`config.mk`:
```
export PLATFORM = sky130hd
export DESIGN_NAME = buma_serial_addsub_flat
export DESIGN_NICKNAME = d
export VERILOG_FILES = /design/src/rtl/buma_serial_addsub_if.sv /design/src/rtl/buma_serial_addsub.sv /design/src/flat_wrapper.sv
export SDC_FILE = /design/constraint.sdc
export NUM_CORES = 1
export LEC_CHECK = 0
export ABC_AREA = 1
export BUFFER_PORTS_ARGS = -buffer_cell sky130_fd_sc_hd__buf_4
export CAP_MARGIN = 15
export CORE_MARGIN = 2
export CORE_UTILIZATION = 23
export CTS_BUF_LIST = sky130_fd_sc_hd__clkbuf_8
export CTS_CLUSTER_DIAMETER = 100
export DETAILED_ROUTE_END_ITERATION = 10
export PLACE_DENSITY = 0.43
export REMOVE_ABC_BUFFERS = 1
export SETUP_SLACK_MARGIN = 0.4
export SKIP_CTS_REPAIR_TIMING = 1
export SLEW_MARGIN = 40
export SYNTH_ARGS = -nofsm -noshare
export SYNTH_HDL_FRONTEND = slang
export SYNTH_SLANG_ARGS = --single-unit
export TNS_END_PERCENT = 30
```
`constraint.sdc`:
```
create_clock -name clk -period 2.1 [get_ports clk]
set_clock_uncertainty 0.2 [all_clocks]
set_input_delay 0.105 -clock clk [delete_from_list [all_inputs] [get_ports clk]]
set_output_delay 0.105 -clock clk [all_outputs]
set_load 0.1 [all_outputs]
```
`src/rtl/buma_serial_addsub_if.sv`:
```
// Operand/result bundle for the digit-serial add/subtract unit.
// master = issuing controller, slave = arithmetic unit.
interface buma_serial_addsub_if #(
  parameter int WIDTH = 32
);
  logic             start;
  logic             sub;
  logic [WIDTH-1:0] I1;
  logic [WIDTH-1:0] I2;
  logic             busy;
  logic             done;
  logic [WIDTH-1:0] O;
  logic             overflow;
  logic             carry;

  modport master (
    output start, sub, I1, I2,
    input  busy, done, O, overflow, carry
  );

  modport slave (
    input  start, sub, I1, I2,
    output busy, done, O, overflow, carry
  );
endinterface

```
`src/rtl/buma_serial_addsub.sv`:
```
// Digit-serial two's-complement add/subtract, DIGIT bits per clock,
// LSB first, with signed overflow and carry-out on completion.
module buma_serial_addsub #(
  parameter int WIDTH = 32,
  parameter int DIGIT = 4
) (
  input logic                clk,
  input logic                reset_n,
  buma_serial_addsub_if.slave bus
);
  localparam int N  = WIDTH / DIGIT;
  localparam int CW = (N > 1) ? $clog2(N) : 1;

  typedef enum logic [1:0] {
    IDLE,
    RUN,
    DONE
  } state_t;

  state_t           state;
  state_t           state_n;
  logic [CW-1:0]    cnt;
  logic [WIDTH-1:0] a;
  logic [WIDTH-1:0] b;
  logic [WIDTH-1:0] r;
  logic [WIDTH-1:0] r_n;
  logic             c;
  logic [DIGIT:0]   sum;
  logic             last;
  logic             accept;
  logic             cm;

  assign sum = {1'b0, a[DIGIT-1:0]}
             + {1'b0, b[DIGIT-1:0]}
             + (DIGIT+1)'(c);
  assign last   = (cnt == CW'(N - 1));
  assign accept = bus.start &&
                  (state == IDLE || state == DONE);
  // carry into the slice MSB recovered from its sum bit
  assign cm = a[DIGIT-1] ^ b[DIGIT-1] ^ sum[DIGIT-1];

  generate
    if (WIDTH > DIGIT) begin : g_shift
      assign r_n = {sum[DIGIT-1:0], r[WIDTH-1:DIGIT]};
    end else begin : g_single
      assign r_n = sum[DIGIT-1:0];
    end
  endgenerate

  always_ff @(posedge clk) begin
    if (!reset_n) state <= IDLE;
    else          state <= state_n;
  end

  always_comb begin
    state_n = state;
    unique case (state)
      IDLE:    if (bus.start) state_n = RUN;
      RUN:     if (last) state_n = DONE;
      DONE:    state_n = bus.start ? RUN : IDLE;
      default: state_n = IDLE;
    endcase
  end

  always_comb begin
    bus.busy = 1'b0;
    bus.done = 1'b0;
    unique case (state)
      RUN:     bus.busy = 1'b1;
      DONE:    bus.done = 1'b1;
      default: ;
    endcase
  end

  always_ff @(posedge clk) begin
    if (!reset_n) begin
      a            <= '0;
      b            <= '0;
      r            <= '0;
      c            <= 1'b0;
      cnt          <= '0;
      bus.O        <= '0;
      bus.overflow <= 1'b0;
      bus.carry    <= 1'b0;
    end else if (accept) begin
      a   <= bus.I1;
      b   <= bus.sub ? ~bus.I2 : bus.I2;
      c   <= bus.sub;
      cnt <= '0;
    end else if (state == RUN) begin
      a   <= a >> DIGIT;
      b   <= b >> DIGIT;
      c   <= sum[DIGIT];
      r   <= r_n;
      cnt <= cnt + CW'(1);
      if (last) begin
        bus.O        <= r_n;
        bus.carry    <= sum[DIGIT];
        bus.overflow <= cm ^ sum[DIGIT];
      end
    end
  end
endmodule
```
`src/flat_wrapper.sv`:
```
// flat-port wrapper written by rule: the top's interface ports become plain ports
module buma_serial_addsub_flat 
#(
  parameter int WIDTH = 32,
  parameter int DIGIT = 4
)
  (clk, reset_n, bus_start, bus_sub, bus_I1, bus_I2, bus_busy, bus_done, bus_O, bus_overflow, bus_carry);
  buma_serial_addsub_if #(.WIDTH(WIDTH)) bus_i ();
  input logic clk;
  input logic reset_n;
  input wire logic [$bits(bus_i.start)-1:0] bus_start;
  input wire logic [$bits(bus_i.sub)-1:0] bus_sub;
  input wire logic [$bits(bus_i.I1)-1:0] bus_I1;
  input wire logic [$bits(bus_i.I2)-1:0] bus_I2;
  output wire logic [$bits(bus_i.busy)-1:0] bus_busy;
  output wire logic [$bits(bus_i.done)-1:0] bus_done;
  output wire logic [$bits(bus_i.O)-1:0] bus_O;
  output wire logic [$bits(bus_i.overflow)-1:0] bus_overflow;
  output wire logic [$bits(bus_i.carry)-1:0] bus_carry;
  assign bus_i.start = bus_start;
  assign bus_i.sub = bus_sub;
  assign bus_i.I1 = bus_I1;
  assign bus_i.I2 = bus_I2;
  assign bus_busy = bus_i.busy;
  assign bus_done = bus_i.done;
  assign bus_O = bus_i.O;
  assign bus_overflow = bus_i.overflow;
  assign bus_carry = bus_i.carry;
  buma_serial_addsub #(.WIDTH(WIDTH), .DIGIT(DIGIT)) u_core (.clk(clk), .reset_n(reset_n), .bus(bus_i));
endmodule
```
=== After elaboration in Yosys (flattened, before gate mapping) ===
Index checks and enable logic that the tools add are counted.

* Input port bits: 68
* Logic and storage cells: 44
* Output and inout bits: 36
* Flip-flop bits (word level): 136

* Bitwise gates (word level): 6
* Add/subtract/negate cells: 3
* Reductions and logical operators: 8
* Multiplexer cells: 13
* Eq/ne operators: 5

{| class="wikitable"
|+ Operator list
! kind !! count
|-
| $mux 32 || 5
|-
| $not 32->32 || 1
|-
| $pmux 2 s3 || 1
|-
| $add 4x4->5 || 1
|-
| $add 5x1->5 || 1
|-
| $mux 1 || 5
|-
| $mux 2 || 2
|-
| $reduce_and 2->1 || 2
|-
| $add 3x1->3 const B || 1
|-
| $eq 3x3->1 const B || 1
|-
| $reduce_and 3->1 || 1
|-
| $xor 1x1->1 || 3
|-
| $eq 2x1->1 const B || 1
|-
| $eq 2x2->1 const B || 1
|-
| $logic_not 2->1 || 1
|-
| $ne 2x1->1 const B || 1
|-
| $ne 2x2->1 const B || 1
|-
| $not 1->1 || 2
|-
| $reduce_bool 2->1 || 1
|-
| $reduce_or 2->1 || 1
|-
| $logic_and 1x1->1 || 1
|-
| $logic_or 1x1->1 || 1
|}

=== Longest topological paths before layout ===
Gate-level depths: netlist (run 1).

* Depth after elaboration: 5
* Depth in mapped cells: 10
* Mapped depth without buffers: 10

=== Least setup slack after synthesis (run 1) ===
No wires, ideal clock.

* Path type: reg2out
* Start: register u_core.state[1]
* End: output bus_done
* Data required time: 1795 ps
* Slack: 81 ps
* Cell stages (with the launch flop): 3
* Arrival: 1714 ps
* Path buffers: 0
* Cell sequence: dfxtp_1 inv_2 nor2_1

* Word-level cells in the longest chain between the ends: 2

{| class="wikitable"
|+ RTL lines
! what !! line !! text
|-
| from (decl) || buma_serial_addsub.sv:20 || <nowiki>state_t state;</nowiki>
|-
| from (signal assigned) || buma_serial_addsub.sv:52 || <nowiki>else state <= state_n;</nowiki>
|-
| $eq 2x2->1 || buma_serial_addsub.sv:68 || <nowiki>unique case (state)</nowiki>
|-
| $mux 1 || buma_serial_addsub.sv:68 ||
|-
| to (decl) || flat_wrapper.sv:16 || <nowiki>output wire logic [$bits(bus_i.done)-1:0] bus_done;</nowiki>
|}

Every way passes these cells.

=== Worst setup path after layout (run 1) ===
* Start: register u_core.cnt[0]
* End: register u_core.bus.O[2]

* Word-level cells in the longest chain between the ends: 2

{| class="wikitable"
|+ RTL lines
! what !! line !! text
|-
| from (decl) || buma_serial_addsub.sv:22 || <nowiki>logic [CW-1:0] cnt;</nowiki>
|-
| from (signal assigned) || buma_serial_addsub.sv:95 || <nowiki>cnt <= cnt + CW'(1);</nowiki>
|-
| $eq 3x3->1 || buma_serial_addsub.sv:36 || <nowiki>assign last = (cnt == CW'(N - 1));</nowiki>
|-
| $reduce_and 3->1 (no line) || - ||
|-
| to (signal assigned) || buma_serial_addsub.sv:97 || <nowiki>bus.O <= r_n;</nowiki>
|-
| to (decl) || buma_serial_addsub_if.sv:23 || <nowiki>output busy, done, O, overflow, carry</nowiki>
|}

Every way passes these cells.
A chain may end at the register's enable or synchronous reset.

==> results of run 1 <==
==> cells in the mapped netlist <==
master                     instances  share of area
sky130_fd_sc_hd__a211oi_1          2         0.0027
sky130_fd_sc_hd__a21oi_1          66          0.059
sky130_fd_sc_hd__a31oi_1           1         0.0011
sky130_fd_sc_hd__buf_1             1        0.00067
sky130_fd_sc_hd__buf_2            24          0.021
sky130_fd_sc_hd__buf_4             3         0.0040
sky130_fd_sc_hd__buf_6             3         0.0060
sky130_fd_sc_hd__clkbuf_1         24          0.016
sky130_fd_sc_hd__dfxtp_1         132           0.47
sky130_fd_sc_hd__fa_1              2         0.0072
sky130_fd_sc_hd__ha_1              5          0.011
sky130_fd_sc_hd__inv_1            17          0.011
sky130_fd_sc_hd__inv_2             5         0.0034
sky130_fd_sc_hd__nand2_1         226           0.15
sky130_fd_sc_hd__nand2_2           3         0.0034
sky130_fd_sc_hd__nand3_1          34          0.030
sky130_fd_sc_hd__nand3b_1          1         0.0013
sky130_fd_sc_hd__nor2_1           83          0.056
sky130_fd_sc_hd__nor2_2            2         0.0022
sky130_fd_sc_hd__nor3_1           17          0.015
sky130_fd_sc_hd__o21a_1            1         0.0013
sky130_fd_sc_hd__o21ai_0          88          0.079
sky130_fd_sc_hd__or2_2             2         0.0022
sky130_fd_sc_hd__xnor2_1          25          0.039
sky130_fd_sc_hd__xor2_1            1         0.0016
==> flip-flops by register name, indices dropped and copies added (netlist names) <==
name	count
u_core.a	32
u_core.b	32
u_core.bus.O	32
u_core.r	28
u_core.cnt	3
u_core.state	2
u_core.bus.carry	1
u_core.bus.overflow	1
u_core.c	1
==> worst max-delay path: stages (launching register included) <==
cell and delay [ns]:
sky130_fd_sc_hd__dfxtp_2 0.36, sky130_fd_sc_hd__ha_4 0.13, sky130_fd_sc_hd__ha_4 0.12, sky130_fd_sc_hd__inv_2 0.04, sky130_fd_sc_hd__nor2_4 0.10, sky130_fd_sc_hd__buf_6 0.12
sky130_fd_sc_hd__clkinvlp_4 0.17, sky130_fd_sc_hd__clkbuf_16 0.23, sky130_fd_sc_hd__nor2_1 0.09, sky130_fd_sc_hd__nor2_1 0.05
==> layout by cell type, fill, tap and decap left out, drive strengths merged, types with 25 or more instances in the layout <==
| cell type | n |
|---|---|
| a21oi | 66 |
| buf | 134 |
| dfxtp | 132 |
| dlygate4sd3 | 65 |
| inv | 28 |
| nand2 | 229 |
| nand3 | 34 |
| nor2 | 85 |
| o21ai | 88 |
| xnor2 | 25 |
==> per-stage QoR <==
step	hold slack [ns]	setup TNS, ns	setup WS, ns	std cells
2_1_floorplan	0.0308	-40.17	-0.855	713
3_3_place_gp	0.168	0	0.289	1158
3_5_place_dp	0.173	0	0.263	1158
4_1_cts	-0.325	0	0.0974	1190
5_1_grt	0.0394	0	0.312	1274
6_report	0.0146	0	0.401	1274
==> how the worst max path moves through the flow <==
stage          slack, ns         endpoint             from  depth (start not counted)
6_report            0.40  u_core.bus.O[2]    u_core.cnt[0]                          9
5_1_grt             0.31  u_core.bus.O[0]    u_core.cnt[0]                          9
4_1_cts              0.1         bus_busy  u_core.state[1]                          4
3_5_place_dp        0.26         u_core.c         u_core.c                         10
3_3_place_gp        0.29         u_core.c         u_core.c                         10
2_1_floorplan      -0.86         u_core.c  u_core.state[0]                          5
==> cell families (layout without fill, tap and decap cells) <==
kind of cell,after synthesis,count (layout),synth area share
adders and majority gates,7,7,0.0183
DFF,132,132,0.473
and+or+nand+nor,368,368,0.262
xor gates and xnor gates,26,26,0.0407
AOI/OAI and AO/OA,158,158,0.143
buffers and inverters,77,259,0.0631
==> metal layers <==
metal / global-route usage / up-vias / share of wire
li1: - / 2821 / -
met1: 0.172 / 2480 / 0.50
met2: 0.193 / 95 / 0.45
met3: 0.0338 / 9 / 0.039
met4: 0.0393 / 0 / 0.0090
met5: 0 / - / 0
==> power by group through the flow <==
stage / clock [mW] / sequential (mW) / combinational [mW]
after floorplan: 0 / 2.79 / 0.483
after global placement: 0 / 2.82 / 0.834
after detailed placement: 0 / 2.82 / 0.833
after CTS: 2.77 / 2.76 / 0.836
after global routing: 2.87 / 2.78 / 1.13
final: 2.71 / 2.76 / 1.00
==> layout make-up <==
cell class / count / area (um2) / share of cell area
well taps: 324 / 405 / 0.0486
repair inverters: 1 / 6.26 / 0.000750
clock inverters: 15 / 264 / 0.0317
clock buffers: 17 / 234 / 0.0281
repair buffers: 204 / 1900 / 0.228
inverters: 22 / 98.8 / 0.0119
multi-input cells: 559 / 2780 / 0.333
flip-flops and latches: 132 / 2650 / 0.318
==> impl_metrics.ini, run 1 <==
[die]
design.die.area_um2 = 25600
die-height_um = 160
fp-row-count = 57
die-width_um = 160
initial_core_util = 0.232
core-area_um2 = 24100
ios = 104

[hold_path]
holdPathEnd = u_core.a[7]
timing.hold.worst.start = bus_start
worst_hold_path.num_cells = 5
timing.hold.worst.class = in -> reg

[power_and_ir_drop]
swShare = 0.272
total_switching_power_mw = 1.76
design_power_total_mw = 6.47
sequentialPowerShare = 0.427
p_int_mw = 4.71
power-per-cell-area_nw_per_um2 = 776
power_frac_clock = 0.418
static-leakage-power_nw = 3.60
vdd_drop_max_uv = 323
combPwrFrac = 0.155

[worst_setup_path]
terminus_of_the_critical_flop_to_flop_path = u_core.bus.O[2]
reg2reg_depth = 9
critPathArrivalTime_ns = 1.85
critical_path_class = reg -> reg
critical_path_peak_fanout = 8
ff2ff_setup_slack_ns = 0.40
critical_path_source_type = flip-flop
required_ns = 2.25
setup.worst_path.end_class = flip-flop
regToRegStartpoint = u_core.cnt[0]

[synth]
ys_seq_elements = 132
synthesis.area_per_instance_um2 = 7.28
netlist_instances = 768
post_synth_instance_area_um2 = 5590
yosysWarningCount = 0
synth.yosys.seq_area_share = 0.473
synth_cell_type_count = 25

[cells_and_area]
antenna-diode-count = 0
area_growth_pct = 49.2
num-nets-final = 1012
post_route_cells_drive_above_1_share = 0.239
postLayoutCellArea_um2 = 8340
final_util = 0.346
fillCellCount = 2660

[timing]
max_freq_mhz = 588
setup_repair_after_global_routing_missed_its_margin = yes
final-max-slew-violation-count = 0
timing.max_slew.rel_slack = 0.641
timing.final.crit_share = 0.809
setup_viol = 0
finalHoldViolations = 0
period_needed_ns = 1.70
worstMarginPinSlew_ns = 0.539

[clocking]
clk_latency_ns = 0.45
clock-root-buffer = sky130_fd_sc_hd__clkbuf_8
clock_tree_from_tritoncts = done
clk_pin_slew_ns = 0.09
cts_max_level = 4
tritoncts.num_buffers = 17
tritoncts_num_sinks = 132
maximum_buffer_depth_of_the_clock_tree = 2

[global_routing]
globalRouteTotalUtil = 0.126
grt_antenna_before_repair = 0
grt_pass1_wl_um = 25400
grt_overflow = 0
grt_start_max_net_pins = 67
first_global_vias = 4817

[route]
detail_route.wirelength_um = 17100
drt_drc_violations_left = 0
drt-vias-per-instance = 4.24
drtIter0Drc = 260
ant_nets = 0
wl_per_cell_um = 13.4
dr_total_vias = 5405
drt_pass1_iterations = 4

[placed_design]
total_of_buffers_placed_on_input_and_output_ports = 103
place.detailed.hpwl_um = 9880
gp_routability_congestion = 0.693
placed_cell_area_um2 = 6720

[job]
max-cap-violations = 0

[run_status]
outcome = completed
(Power assumes the default switching activity.)
==> inputs of run 2 (changes only) <==
--- a/config.mk
+++ b/config.mk
@@ -13,7 +13,7 @@
 export CTS_BUF_LIST = sky130_fd_sc_hd__clkbuf_8
 export CTS_CLUSTER_DIAMETER = 100
 export DETAILED_ROUTE_END_ITERATION = 10
-export PLACE_DENSITY = 0.43
+export PLACE_DENSITY = 0.44
 export REMOVE_ABC_BUFFERS = 1
 export SETUP_SLACK_MARGIN = 0.4
 export SKIP_CTS_REPAIR_TIMING = 1
==> constraint.sdc (replaced) <==
create_clock -name clk -period 1.5 [get_ports clk]
set_clock_uncertainty 0.2 [all_clocks]
set_input_delay 0.075 -clock clk [delete_from_list [all_inputs] [get_ports clk]]
set_output_delay 0.075 -clock clk [all_outputs]
set_load 0.1 [all_outputs]
==> run 2 against run 1 <==
  * The run now ends with negative hold slack, negative setup slack left
  * Global-route usage about the same
  * Sequential share of layout area down 3.7 points
  * Register-to-register slack worse by 0.62 ns
  * Sequential power up 41%
  * Die area unchanged
  * Hold slack worse by 0.12 ns
  * Final cell count up 2.6%
  * Via count up 3.0%
  * Flip-flop and latch count unchanged
  * Design area up 13%
  * Critical path type is now reg -> out
==> impl_metrics.ini, run 2 (synthesis gave the netlist of run 1 again) <==
[clocking]
tritoncts_num_sinks = 132
maximum_buffer_depth_of_the_clock_tree = 2
clock-root-buffer = sky130_fd_sc_hd__clkbuf_8
clk_pin_slew_ns = 0.09
clock_tree_from_tritoncts = done
cts_max_level = 4
tritoncts.num_buffers = 17
clk_latency_ns = 0.45

[die]
die-width_um = 160
die-height_um = 160
design.die.area_um2 = 25600
fp-row-count = 57
ios = 104
initial_core_util = 0.232
core-area_um2 = 24100

[timing]
final-max-slew-violation-count = 0
fin_ws_ns = -0.226
timing.final.crit_share = 1.15
setup_repair_after_global_routing_missed_its_margin = yes
final.setup.tns_ns = -3.76
timing.max_slew.rel_slack = 0.620
worstMarginPinSlew_ns = 0.570
setup_viol = 55
period_needed_ns = 1.73
finalHoldViolations = 36
worst_hold_slack_ns = -0.108
max_freq_mhz = 579

[route]
wl_per_cell_um = 13.5
drt_drc_violations_left = 0
drt_pass1_iterations = 4
drtIter0Drc = 307
drt-vias-per-instance = 4.26
ant_nets = 0
detail_route.wirelength_um = 17700
dr_total_vias = 5567

[run_status]
violations = negative hold slack, negative setup slack
outcome = finished with violations

[worst_setup_path]
critPathArrivalTime_ns = 1.45
startpoint = u_core.state[0]
critical_path_source_type = flip-flop
setup.worst_path.end_class = output port
required_ns = 1.22
ff2ff_setup_slack_ns = -0.22
regToRegStartpoint = u_core.a[0]
critical_path_peak_fanout = 15
critical_path_class = reg -> out

[cells_and_area]
layout_common_cells = sky130_fd_sc_hd__nand2_1 (178), sky130_fd_sc_hd__dfxtp_1 (125), sky130_fd_sc_hd__buf_4 (98), sky130_fd_sc_hd__nor2_1 (76)
largest_registers = u_core.a: 32 flops, u_core.b: 32 flops, u_core.bus.O: 32 flops
most_common_cell_after_layout_fill_and_taps_aside = sky130_fd_sc_hd__nand2_1
post_route_cells_drive_above_1_share = 0.328
final_util = 0.392
area_growth_pct = 68.9
antenna-diode-count = 0
postLayoutCellArea_um2 = 9440
num-nets-final = 1045
final_cells = 1307
fillCellCount = 2515

[global_routing]
first_global_vias = 5036
grt_start_max_net_pins = 38
globalRouteTotalUtil = 0.125
grt_antenna_before_repair = 0
grt_overflow = 0
grt_pass1_wl_um = 25700

[job]
max-cap-violations = 0

[placed_design]
placed_cell_area_um2 = 6950
place.detailed.instances = 1186
place.detailed.hpwl_um = 10500
gp_routability_congestion = 0.717
total_of_buffers_placed_on_input_and_output_ports = 103

[power_and_ir_drop]
power-per-cell-area_nw_per_um2 = 914
static-leakage-power_nw = 4.09
design_power_total_mw = 8.63
vdd_drop_max_uv = 435

[hold_path]
timing.hold.worst.start = reset_n
timing.hold.worst.class = in -> reg
## run 2: changes by cell type in the layout (fill, tap and decap cells not counted), sizes merged
cell	previous run	this run
clkinvlp	1	2
bufinv	6	1
inv	28	29
clkbuf	22	28
clkinv	3	5
buf	134	162
## run 2: area by class of cell
cell class | count | area [um2] | share of cell area
clock buffers | 17 | 234 | 0.0248
clock inverters | 15 | 163 | 0.0172
inverters | 22 | 123 | 0.0130
multi-input cells | 559 | 3060 | 0.324
flip-flops and latches | 132 | 2660 | 0.281
well taps | 324 | 405 | 0.0429
repair buffers | 238 | 2800 | 0.297
## run 2: through the flow
stage          setup WS [ns]  hold WS [ns]
6_report              -0.226        -0.108
5_1_grt               -0.303        -0.116
4_1_cts               -0.500        -0.353
3_5_place_dp          -0.295         0.141
3_3_place_gp          -0.263         0.133
2_1_floorplan          -1.46      0.000839
## run 2: path summary, 6_finish.rpt
| check | end | depth (start not counted) |
|---|---|---|
| worst min-delay path | u_core.bus.O[23] | 4 |
| worst min register to register | u_core.bus.O[19] | 2 |
| worst max-delay path | bus_busy | 4 |
| worst max register to register | u_core.bus.overflow | 10 |
## run 2: critical path, cell delays in order, from the launching register on
cell                      delay, ns
sky130_fd_sc_hd__dfxtp_4       0.40
sky130_fd_sc_hd__inv_6         0.05
sky130_fd_sc_hd__nor2_4        0.17
sky130_fd_sc_hd__buf_12        0.19
sky130_fd_sc_hd__buf_12        0.18
## run 2: per-layer routing
layer  up-vias  part of all wire  GRT usage
li1       2895                 -          -
met1      2566              0.49      0.171
met2        97              0.47      0.194
met3         9             0.037     0.0325
met4         0            0.0074     0.0369
met5         -                 0          0
## run 2: power breakdown
group          total, mW  switching [mW]  internal [mW]  leakage [nW]
registers           3.90           0.158           3.74          1.09
logic               1.68           0.846          0.831          2.81
clock network       3.06            1.67           1.39         0.197
==> inputs of run 3 (changes only) <==
--- a/config.mk
+++ b/config.mk
@@ -17,6 +17,7 @@
 export REMOVE_ABC_BUFFERS = 1
 export SETUP_SLACK_MARGIN = 0.4
 export SKIP_CTS_REPAIR_TIMING = 1
+export SKIP_LAST_GASP = 1
 export SLEW_MARGIN = 40
 export SYNTH_ARGS = -nofsm -noshare
 export SYNTH_HDL_FRONTEND = slang
==> run 3 against run 2 <==
  * The run still ends with negative hold slack, negative setup slack left
  * Clock-buffer cell count unchanged
  * Sequential share of layout area is 1.8 points higher
  * Core utilization shrank 2.4 points
  * Clock power about the same
  * Non-clock buffer count stayed put
  * Setup slack improved by 0.0045 ns
  * Wire length down 1.5%
  * Total power fell by 0.96%
  * Fmax increased by 0.26%
==> impl_metrics.ini, run 3 (synthesis gave the netlist of run 1 again) <==
[run_status]
outcome = finished with violations
violations = negative hold slack, negative setup slack

[worst_setup_path]
critPathArrivalTime_ns = 1.85
critical_path.top_delay_family = adder cells
required_ns = 1.63
slowest_delay_ns = 0.39
critical_path_peak_fanout = 3
ff2ff_setup_slack_ns = -0.22
crit_buf_inv = 2
critical-path-slowest-cell = sky130_fd_sc_hd__fa_2
reg2reg_depth = 10
terminus_of_the_critical_flop_to_flop_path = u_core.c
regToRegStartpoint = u_core.a[0]
setup.worst_path.end_class = flip-flop
critical_path.cell_chain = fa_2, inv_2, fa_2, inv_2, nand2_2, nand2_2, nand2_2, nand2_2, nand2_2, a21oi_2
crit_top_cell = sky130_fd_sc_hd__nand2_2
critical_path_class = reg -> reg
critical_path_source_type = flip-flop

[timing]
period_needed_ns = 1.72
max_freq_mhz = 581
setup_viol = 49
fin_ws_ns = -0.222
setup_repair_after_global_routing_missed_its_margin = yes
worstMarginPinSlew_ns = 0.546
finalHoldViolations = 40
worst_hold_slack_ns = -0.106
timing.final.crit_share = 1.15
final-max-slew-violation-count = 0
timing.max_slew.rel_slack = 0.635

[cells_and_area]
antenna-diode-count = 0
num-nets-final = 1045
final_cells = 1307
layout_common_cells = sky130_fd_sc_hd__nand2_1 (184), sky130_fd_sc_hd__buf_4 (136), sky130_fd_sc_hd__dfxtp_1 (125), sky130_fd_sc_hd__o21ai_0 (79), sky130_fd_sc_hd__nor2_1 (78)
post_route_cells_drive_above_1_share = 0.300
most_common_cell_after_layout_fill_and_taps_aside = sky130_fd_sc_hd__nand2_1
largest_registers = u_core.a: 32 flops, u_core.b: 32 flops, u_core.bus.O: 32 flops
final_util = 0.368
area_growth_pct = 58.7

[die]
core-area_um2 = 24100
ios = 104
design.die.area_um2 = 25600
die-width_um = 160
die-height_um = 160
initial_core_util = 0.232
fp-row-count = 57

[route]
drt_pass1_iterations = 5
wl_per_cell_um = 13.3
drtIter0Drc = 287
ant_nets = 0
drt_drc_violations_left = 0
dr_total_vias = 5523
drt-vias-per-instance = 4.23
detail_route.wirelength_um = 17400

[clocking]
clock_tree_from_tritoncts = done
cts_max_level = 4
clk_pin_slew_ns = 0.09
tritoncts_num_sinks = 132
clk_latency_ns = 0.44
tritoncts.num_buffers = 17
clock-root-buffer = sky130_fd_sc_hd__clkbuf_8
maximum_buffer_depth_of_the_clock_tree = 2

[placed_design]
place.detailed.hpwl_um = 10500
total_of_buffers_placed_on_input_and_output_ports = 103
gp_routability_congestion = 0.717
place.detailed.instances = 1186

[power_and_ir_drop]
power-per-cell-area_nw_per_um2 = 963
vdd_drop_max_uv = 432
static-leakage-power_nw = 3.97

[job]
max-cap-violations = 0

[global_routing]
grt_pass1_wl_um = 25700
globalRouteTotalUtil = 0.125
grt_antenna_before_repair = 0
grt_overflow = 0
first_global_vias = 5036
grt_start_max_net_pins = 38

[hold_path]
holdPathEnd = u_core.bus.O[23]
worst_hold_path.num_cells = 4
timing.hold.worst.class = in -> reg
timing.hold.worst.start = reset_n
## run 3: changes by cell type in the layout (fill, tap and decap cells not counted), sizes merged
cell    change
clkinv      -1
inv         +1
## run 3: power by group
part	total (mW)	internal [mW]	switching (mW)
sequential	3.89	3.74	0.149
combinational	1.61	0.804	0.808
clock	3.05	1.39	1.66
## run 3: final cells by class
| cell class | count | area, um2 |
|---|---|---|
| clock buffer | 17 | 234 |
| clock inverter | 15 | 163 |
| fill | 2579 | 15200 |
| sequential | 132 | 2660 |
| timing repair buffer | 238 | 2360 |
| inverter | 22 | 115 |
| tap | 324 | 405 |
| multi-input combinational | 559 | 2940 |
## run 3: worst max path at each step
stage	startpoint	slack, ns	endpoint	cells past startpoint
after floorplan	u_core.state[0]	-1.46	u_core.c	5
after global placement	u_core.c	-0.26	u_core.c	10
after detailed placement	u_core.c	-0.30	u_core.c	10
after CTS	u_core.state[0]	-0.50	bus_busy	4
after global routing	u_core.a[0]	-0.30	u_core.bus.overflow	10
final	u_core.a[0]	-0.22	u_core.c	10
## run 3: stage by stage
stage | worst slack (ns) | cell area, um2 | total power, mW | TNS [ns]
floorplan | -1.46 | 5320 | 4.59 | -112.60
global placement | -0.263 | 6950 | 5.17 | -7.42
detailed placement | -0.295 | 6950 | 5.17 | -8.63
CTS | -0.500 | 7350 | 8.26 | -12.43
global route | -0.303 | 8870 | 9.01 | -8.34
finish | -0.222 | 8870 | 8.55 | -3.40
## run 3: metal layers
metal / part of all wire / track usage
met1: 0.49 / 0.171
met4: 0.0036 / 0.0369
met2: 0.47 / 0.194
met3: 0.035 / 0.0325
met5: 0 / 0
## run 3: worst register-to-register path, cell delays in order (launching register included)
cell and delay, ns:
sky130_fd_sc_hd__dfxtp_2 0.34, sky130_fd_sc_hd__fa_2 0.39, sky130_fd_sc_hd__inv_2 0.07, sky130_fd_sc_hd__fa_2 0.20
sky130_fd_sc_hd__inv_2 0.04, sky130_fd_sc_hd__nand2_2 0.06, sky130_fd_sc_hd__nand2_2 0.05, sky130_fd_sc_hd__nand2_2 0.09
sky130_fd_sc_hd__nand2_2 0.05, sky130_fd_sc_hd__nand2_2 0.07, sky130_fd_sc_hd__a21oi_2 0.04
